==> src/rtl/bsg_fsb_node_pwr_pkg.sv <==
// Shared types for the FSB node power sequencer: state encoding and per-state output decode.
package bsg_fsb_node_pwr_pkg;

  typedef enum logic [2:0] {
    S_OFF    = 3'd0,
    S_PWR_UP = 3'd1,
    S_LS_EN  = 3'd2,
    S_ON     = 3'd3,
    S_DRAIN  = 3'd4,
    S_LS_DIS = 3'd5,
    S_PWR_DN = 3'd6
  } state_e;

  // Output vector ordering: {pwr_en, en_ls, node_reset, quiesce}
  localparam logic [3:0] OUT_OFF    = 4'b0011;
  localparam logic [3:0] OUT_PWR_UP = 4'b1011;
  localparam logic [3:0] OUT_LS_EN  = 4'b1111;
  localparam logic [3:0] OUT_ON     = 4'b1100;
  localparam logic [3:0] OUT_DRAIN  = 4'b1101;
  localparam logic [3:0] OUT_LS_DIS = 4'b1011;
  localparam logic [3:0] OUT_PWR_DN = 4'b0011;

  function automatic logic [3:0] state_outputs(input state_e s);
    logic [3:0] o;
    o = OUT_OFF;
    case (s)
      S_OFF:    o = OUT_OFF;
      S_PWR_UP: o = OUT_PWR_UP;
      S_LS_EN:  o = OUT_LS_EN;
      S_ON:     o = OUT_ON;
      S_DRAIN:  o = OUT_DRAIN;
      S_LS_DIS: o = OUT_LS_DIS;
      S_PWR_DN: o = OUT_PWR_DN;
      default:  o = OUT_OFF;
    endcase
    return o;
  endfunction

  function automatic int max2(input int a, input int b);
    return (a > b) ? a : b;
  endfunction

endpackage

==> src/rtl/bsg_counter_clear_up.sv <==
// Saturating up-counter with synchronous clear; clear has priority over count.
module bsg_counter_clear_up #(
  parameter int width_p = 4
) (
  input  logic               clk_i,
  input  logic               reset_i,
  input  logic               clear_i,
  input  logic               up_i,
  output logic [width_p-1:0] count_o
);

  logic [width_p-1:0] r_count;
  logic               w_sat;

  assign w_sat = &r_count;

  always_ff @(posedge clk_i) begin
    if (reset_i)
      r_count <= '0;
    else if (clear_i)
      r_count <= '0;
    else if (up_i && !w_sat)
      r_count <= r_count + 1'b1;
  end

  assign count_o = r_count;

endmodule

==> src/rtl/bsg_fsb_node_ls_power_seq.sv <==
// Power/isolation sequencer driving the FSB node level shifter's en_ls_i and reset_i.
// Optional power-good timeout enabled by defining BSG_FSB_NODE_PWR_TIMEOUT_EN.
module bsg_fsb_node_ls_power_seq
  import bsg_fsb_node_pwr_pkg::*;
#(
  parameter int reset_cycles_p       = 16,
  parameter int drain_quiet_cycles_p = 4,
  parameter int iso_cycles_p         = 2,
  parameter int pwr_timeout_p        = 1024
) (
  input  logic       clk_i,
  input  logic       reset_i,
  input  logic       node_en_i,
  input  logic       node_pwr_good_i,
  input  logic       fsb_v_i,
  input  logic       node_v_i,
  output logic       node_pwr_en_o,
  output logic       en_ls_o,
  output logic       node_reset_o,
  output logic       quiesce_o,
  output logic       node_on_o,
  output logic       pwr_err_o,
  output logic [2:0] state_o
);

`ifdef BSG_FSB_NODE_PWR_TIMEOUT_EN
  localparam int MAX_P = max2(max2(reset_cycles_p, drain_quiet_cycles_p),
                              max2(iso_cycles_p, pwr_timeout_p));
`else
  localparam int MAX_P = max2(max2(reset_cycles_p, drain_quiet_cycles_p), iso_cycles_p);
`endif
  localparam int CW = $clog2(MAX_P + 1);

  localparam logic [CW-1:0] RST_LAST   = CW'(reset_cycles_p - 1);
  localparam logic [CW-1:0] DRAIN_LAST = CW'(drain_quiet_cycles_p - 1);
  localparam logic [CW-1:0] ISO_LAST   = CW'(iso_cycles_p - 1);
`ifdef BSG_FSB_NODE_PWR_TIMEOUT_EN
  localparam logic [CW-1:0] TO_LAST    = CW'(pwr_timeout_p - 1);
`endif

  state_e          r_state;
  state_e          w_next;
  logic [CW-1:0]   w_cnt;
  logic            w_cnt_clr;
  logic            w_quiet;
  logic            w_err_set;
  logic [3:0]      w_out;

  assign w_quiet = !fsb_v_i && !node_v_i;

  always_ff @(posedge clk_i) begin
    if (reset_i)
      r_state <= S_OFF;
    else
      r_state <= w_next;
  end

  always_comb begin
    w_next    = r_state;
    w_err_set = 1'b0;
    case (r_state)
      S_OFF:
        if (node_en_i) w_next = S_PWR_UP;
      S_PWR_UP:
        if (!node_en_i)
          w_next = S_PWR_DN;
        else if (node_pwr_good_i)
          w_next = S_LS_EN;
`ifdef BSG_FSB_NODE_PWR_TIMEOUT_EN
        else if (w_cnt == TO_LAST) begin
          w_next    = S_PWR_DN;
          w_err_set = 1'b1;
        end
`endif
      S_LS_EN:
        if (!node_en_i)
          w_next = S_LS_DIS;
        else if (w_cnt == RST_LAST)
          w_next = S_ON;
      S_ON:
        if (!node_en_i) w_next = S_DRAIN;
      S_DRAIN:
        if (node_en_i)
          w_next = S_ON;
        else if (w_quiet && (w_cnt == DRAIN_LAST))
          w_next = S_LS_DIS;
      S_LS_DIS:
        if (w_cnt == ISO_LAST) w_next = S_PWR_DN;
      S_PWR_DN:
        if (!node_pwr_good_i) w_next = S_OFF;
      default:
        w_next = S_OFF;
    endcase
  end

  // In DRAIN the counter measures consecutive quiet cycles, so any traffic restarts it.
  assign w_cnt_clr = (w_next != r_state) || ((r_state == S_DRAIN) && !w_quiet);

  bsg_counter_clear_up #(
    .width_p (CW)
  ) u_cnt (
    .clk_i   (clk_i),
    .reset_i (reset_i),
    .clear_i (w_cnt_clr),
    .up_i    (1'b1),
    .count_o (w_cnt)
  );

`ifdef BSG_FSB_NODE_PWR_TIMEOUT_EN
  logic r_pwr_err;
  always_ff @(posedge clk_i) begin
    if (reset_i)
      r_pwr_err <= 1'b0;
    else if ((w_next == S_ON) && (r_state != S_ON))
      r_pwr_err <= 1'b0;
    else if (w_err_set)
      r_pwr_err <= 1'b1;
  end
  assign pwr_err_o = r_pwr_err;
`else
  assign pwr_err_o = 1'b0;
`endif

  assign w_out         = state_outputs(r_state);
  assign node_pwr_en_o = w_out[3];
  assign en_ls_o       = w_out[2];
  assign node_reset_o  = w_out[1];
  assign quiesce_o     = w_out[0];
  assign node_on_o     = (r_state == S_ON);
  assign state_o       = r_state;

  a_ls_needs_pwr: assert property (@(posedge clk_i) en_ls_o |-> node_pwr_en_o);
  a_ls_rise_in_reset: assert property (@(posedge clk_i) disable iff (reset_i)
                                       $rose(en_ls_o) |-> node_reset_o);
  a_ls_fall_in_reset: assert property (@(posedge clk_i) disable iff (reset_i)
                                       $fell(en_ls_o) |-> node_reset_o);
  a_on_decode: assert property (@(posedge clk_i) node_on_o == (r_state == S_ON));

endmodule

==> config.mk <==
export PLATFORM = sky130hd
export DESIGN_NAME = bsg_fsb_node_ls_power_seq
export DESIGN_NICKNAME = d
export VERILOG_FILES = /design/src/rtl/bsg_fsb_node_pwr_pkg.sv /design/src/rtl/bsg_counter_clear_up.sv /design/src/rtl/bsg_fsb_node_ls_power_seq.sv
export SDC_FILE = /design/constraint.sdc
export NUM_CORES = 1
export LEC_CHECK = 0
export CORE_UTILIZATION = 41
export DETAILED_ROUTE_END_ITERATION = 16
export GPL_ROUTABILITY_DRIVEN = 0
export PLACE_DENSITY = 0.71
export SKIP_LAST_GASP = 1
export SYNTH_ARGS = -nofsm -noshare
export SYNTH_HDL_FRONTEND = slang
export SYNTH_HIERARCHICAL = 1
export SYNTH_SLANG_ARGS = --single-unit
==> constraint.sdc <==
create_clock -name clk_i -period 1.53 [get_ports clk_i]
set_input_delay 0.306 -clock clk_i [delete_from_list [all_inputs] [get_ports clk_i]]
set_output_delay 0.306 -clock clk_i [all_outputs]
set_load 0.02 [all_outputs]
## Word-level counts from Yosys, hierarchy flattened

Index checks and enable logic that the tools add are counted.

| word-level totals | value |
|---|---|
| flip-flop bits (word level) | 8 |

| cells by class | value |
|---|---|
| equal/unequal tests | 10 |
| add/subtract/negate cells | 1 |
| reduce and logical (&&, ||, !) cells | 11 |
| muxes and demuxes | 12 |

Operator list:

| kind | number |
|---|---|
| $mux W3 | 10 |
| $pmux W3 S7 | 1 |
| $pmux W4 S4 | 1 |
| $eq A3 B3 Y1 const B | 3 |
| $eq A3 B2 Y1 const B | 2 |
| $add A5 B1 Y5 const B | 1 |
| $eq A5 B1 Y1 const B | 1 |
| $eq A5 B2 Y1 const B | 1 |
| $eq A5 B4 Y1 const B | 1 |
| $reduce_and A5 Y1 | 1 |
| $reduce_or A2 Y1 | 2 |
| $eq A3 B1 Y1 const B | 1 |
| $logic_and A1 B1 Y1 | 3 |
| $logic_not A1 Y1 | 3 |
| $logic_not A3 Y1 | 1 |
| $ne A3 B3 Y1 | 1 |
| $logic_or A1 B1 Y1 | 1 |

## Depth between registers and ports, before layout

| logic depth | value |
|---|---|
| depth in word-level cells | 9 |
| mapped depth | 7 |
| depth with buffers taken out | 6 |

## Hierarchy

The synthesis kept the hierarchy.

Modules (own cells, without submodules):

| module | area an instance (um2) | cells an instance | seq. area each (um2) | times used |
|---|---|---|---|---|
| bsg_fsb_node_ls_power_seq | 349.1 | 51 | 60.1 | 1 |
| bsg_counter_clear_up | 239.0 | 26 | 100.1 | 1 |

## Worst setup path before layout

Ideal clock, no wire load.

| timing path | value |
|---|---|
| path kind | register to output |
| start | reg r_state[0] (netlist: state_o[0]) |
| end | out node_reset_o |
| path buffers | 1 |
| data arrival time | 1,390 ps |
| stages on the path, launching flop included | 6 |
| path slack | -166 ps |
| required time | 1,224 ps |
| cell sequence | dfxtp_1 > clkbuf_2 > inv_1 > or2_2 > inv_1 > a21oi_1 |

| on the way | value |
|---|---|
| elaborated cells between the ends (all ways) | 7 |
| those cells by class | 5 x eq/ne; 1 x mux; 1 x reduce/logical |

RTL lines:

| item | line | text |
|---|---|---|
| from (decl) | bsg_fsb_node_ls_power_seq.sv:41 | `state_e r_state;` |
| from (signal assigned) | bsg_fsb_node_ls_power_seq.sv:55 | `r_state <= w_next;` |
| $eq A3 B2 Y1 | n/a |  |
| via node_on_o | bsg_fsb_node_ls_power_seq.sv:21 | `output logic node_on_o,` |
| $pmux W4 S4 | bsg_fsb_node_pwr_pkg.sv:26 | `case (s)` |
| to (decl) | bsg_fsb_node_ls_power_seq.sv:19 | `output logic node_reset_o,` |

The timed path passes the listed nets, and every way through them passes these cells.

## Worst setup path after layout

| timing path | value |
|---|---|
| start | reg u_cnt.r_count[4] (netlist: u_cnt/count_o[4]) |
| end | reg u_cnt.r_count[2] (netlist: u_cnt/count_o[2]) |

| on the way | value |
|---|---|
| word-level cells in the longest chain between the ends | 8 |
| elaborated cells between the ends (all ways) | 14 |
| those cells by class | 4 x eq/ne; 6 x mux; 4 x reduce/logical |

Ends and longest elaborated chain:

| item | line | text |
|---|---|---|
| from (decl) | bsg_counter_clear_up.sv:12 | `logic [width_p-1:0] r_count;` |
| from (signal assigned) | bsg_counter_clear_up.sv:23 | `r_count <= r_count + 1'b1;` |
| $eq A5 B2 Y1 | bsg_fsb_node_ls_power_seq.sv:85 | `else if (w_quiet && (w_cnt == DRAIN_LAST))` |
| $logic_and A1 B1 Y1 | bsg_fsb_node_ls_power_seq.sv:85 |  |
| $mux W3 | bsg_fsb_node_ls_power_seq.sv:85 |  |
| $mux W3 | bsg_fsb_node_ls_power_seq.sv:83 | `if (node_en_i)` |
| $pmux W3 S7 * | bsg_fsb_node_ls_power_seq.sv:61 | `case (r_state)` |
| $ne A3 B3 Y1 * | bsg_fsb_node_ls_power_seq.sv:97 | `assign w_cnt_clr = (w_next != r_state) \|\| ((r_state == S_DRAIN) && !w_quiet);` |
| $logic_or A1 B1 Y1 * | bsg_fsb_node_ls_power_seq.sv:97 |  |
| via w_cnt_clr | bsg_fsb_node_ls_power_seq.sv:44 | `logic w_cnt_clr;` |
| $reduce_or A2 Y1 (no line) * | n/a |  |

The timed path passes the listed nets; every way through them passes the cells marked *.
A chain may end at the register's enable or synchronous reset.

==> results.py <==
metrics = {
    "outcome": {
        "status": "finished with violations",
        "violations": "negative setup slack",
    },
    "grt": {
        "grt_max_degree": 15,
        "top_usage_layer": "met2",
        "grt.total_usage_pct": 26.8,
        "grt_overflow": 0,
        "grt_pass1_wl_mm": 2.78,
        "grt_use_met2_pct": 47.6,
        "grtUsageMet1_pct": 31.2,
        "grt_pass1_vias": 638,
        "met3_usage_pct": 2.84,
        "antenna_found_initial": 0,
    },
    "clocking": {
        "clk_latency_ns": 0.25,
        "root_buffer": "clkbuf_4",
        "cts_tree": "done",
        "clk_pin_slew_worst_paths_ns": 0.05,
        "htreeDepth": 1,
        "clock-sinks": 8,
        "cts_buffers": 3,
        "clock_path_buffers": 2,
    },
    "final_layout": {
        "n_antenna_cell": 0,
        "layout.cells.non_filler": 129,
        "fin_nets": 124,
        "synthToLayoutAreaGrowth_pct": 67.4,
        "seq_area_um2": 173,
        "utilization_pct": 74.7,
        "multi_input_area_um2": 465,
        "fillCellCount": 102,
        "layout-drive-gt1-share_pct": 54.4,
    },
    "sta": {
        "rsz0062_at_grt": "true",
        "finalSetupTns_ns": -0.255,
        "fin_worst_skew_ns": 0.00234,
        "maxSlewViolCount": 0,
        "max_freq_mhz": 630,
        "finalSetupViolCount": 5,
        "post-route-period-util_pct": 104,
        "hold_viol": 0,
        "setup_slack_ns": -0.0580,
        "fin_crit_ns": 1.59,
    },
    "die": {
        "rows": 13,
        "initial_utilization_pct": 44.6,
        "die_area_um2": 1590,
        "die_w_um": 39.9,
        "core_um2": 1320,
        "die_h_um": 39.9,
        "io_pins": 15,
    },
    "logic_synthesis": {
        "yosysSeqAreaShare_pct": 27.2,
        "syn_area_um2": 588,
        "synth.avg_cell_area_um2": 7.64,
        "yosysWarningCount": 6,
        "yosys.cell_types.count": 39,
        "synth_cells": 77,
        "synth-seq-cells": 8,
    },
    "detailed_routing": {
        "viasPerCell": 5.28,
        "route.vias.total": 681,
        "drtIter0Drc": 11,
        "ant_nets": 0,
        "wl_per_cell_um": 14.1,
        "drt-pass1-iter-count": 4,
        "drc": 0,
        "wirelength_mm": 1.82,
    },
    "place": {
        "hpwl_mm": 1.22,
        "place_inst": 123,
        "io_buffer_count": 13,
        "pre_cts_slack_ns": -0.371,
    },
    "worst_setup_path": {
        "worstPathArrival_ns": 1.72,
        "critPathCaptureType": "flop",
        "slowest_stage": "or4_4",
        "crit_fanout": 5,
        "start_kind": "flop",
        "critPathRequiredTime_ns": 1.67,
        "path_cells": "and2b_2, a21oi_2, or4_4, nand4_1, or2_4, nor2_1",
        "path_class": "reg2reg",
        "slowest_delay_ns": 0.52,
    },
    "pwr": {
        "p_leak_nw": 0.434,
        "power_density_nw_per_um2": 680,
        "ir_drop_mv": 0.749,
        "design_power_total_mw": 0.670,
    },
    "worst_hold_path": {
        "worstHoldPathType": "reg2reg",
    },
    "job": {
        "cap_violations": 0,
    },
}
## through the flow
stage	hold WS (ns)	area (um2)
2_1_floorplan	0.368	607
3_3_place_gp	0.477	896
3_5_place_dp	0.498	896
4_1_cts	0.596	980
5_1_grt	0.643	985
6_report	0.607	985
## layout by cell type, fill, tap and decap left out, types with 3 or more instances in the layout
cell and count:
buf_4 21, nand2_1 10, a21oi_2 6, dlygate4sd2_1 5
nor2_1 4, conb_1 4, dfxtp_2 4, a21oi_1 3
clkbuf_4 3, clkdlybuf4s50_1 3, buf_2 3
## worst max-delay path: cells and delay by family, from the launching register on
family / cells / cell delay (ns)
AO/OA/AOI/OAI: 1 / 0.07
flip-flops: 1 / 0.31
AND/OR/NAND/NOR: 5 / 1.09
## power by group
group          leakage, nW  total [mW]  internal (mW)  switching, mW
registers           0.0682       0.232          0.219         0.0134
logic                0.352       0.283          0.144          0.138
clock network       0.0138       0.155         0.0893         0.0655
total                0.434       0.670          0.452          0.217
## routing by layer
metal	vias to the layer above	wire length, um
met4	0	27
met2	15	919
li1	344	-
met1	318	815
met3	4	61
met5	-	0
## synth_stat cells, drive strengths merged
cell	n	share of area (%)
inv	3	1.9
mux2	1	1.9
o22ai	1	1.1
nand4	2	2.1
or3	1	1.1
nor2	6	3.8
nand3	1	0.85
or4	1	1.9
o221a	1	1.9
a41o	1	1.9
clkbuf	1	0.85
nand3b	1	1.3
nor3	2	2.6
a21oi	9	8.3
ha	2	4.3
conb	2	1.3
nor2b	1	1.1
xnor2	1	1.5
or2	2	2.1
and2b	2	2.8
nand2b	3	4.5
a31oi	1	1.1
and3	1	1.1
a211o	1	1.5
o21bai	1	1.3
xor2	1	1.5
o21a	1	1.3
buf	3	3.0
dfxtp	8	27
nand2	11	7.0
nor3b	1	1.3
a311o	1	1.7
o31a	1	1.5
o21ai	2	1.7
## cell families (layout without fill, tap and decap cells)
kind of cell	count (synthesis)	count (layout)	share of synthesized area [%]
XOR/XNOR	2	2	2.98
other	2	4	1.28
multiplexers	1	1	1.91
flip-flops	8	8	27.2
buffers and inverters	7	42	5.74
AND/OR/NAND/NOR	35	35	33.4
AO/OA/AOI/OAI	20	20	23.2
adder cells (fa/ha/maj)	2	2	4.25
## final timing paths
path | startpoint | end | slack [ns] | cells past startpoint
setup reg to reg | u_cnt/count_o[4]$_SDFFE_PP0P_ | u_cnt/count_o[2]$_SDFFE_PP0P_ | -0.06 | 6
setup / recovery | u_cnt/count_o[4]$_SDFFE_PP0P_ | u_cnt/count_o[2]$_SDFFE_PP0P_ | -0.06 | 6
hold reg to reg | u_cnt/count_o[4]$_SDFFE_PP0P_ | u_cnt/count_o[4]$_SDFFE_PP0P_ | 0.61 | 3
hold / removal | u_cnt/count_o[4]$_SDFFE_PP0P_ | u_cnt/count_o[4]$_SDFFE_PP0P_ | 0.61 | 3
## final cells by class
class	instances	area share, %
sequential	8	17.5
inverter	3	1.14
tap	15	1.91
multi-input combinational	64	47.3
clock buffer	3	2.29
timing repair buffer	36	29.9
## flip-flops by register name, summed over array words and instances, names as in the netlist
| name | cells |
|---|---|
| u_cnt/count_o | 5 |
| state_o | 3 |
## repair_timing
action                     in CTS  in global routing
resized for setup              41                  8
cloned                          0                  0
setup buffers                   3                  0
pin swaps                       8                  3
hold buffers                    0                  0
setup endpoints to repair      14                  9
No activity file was read; power rests on OpenSTA's default activity.
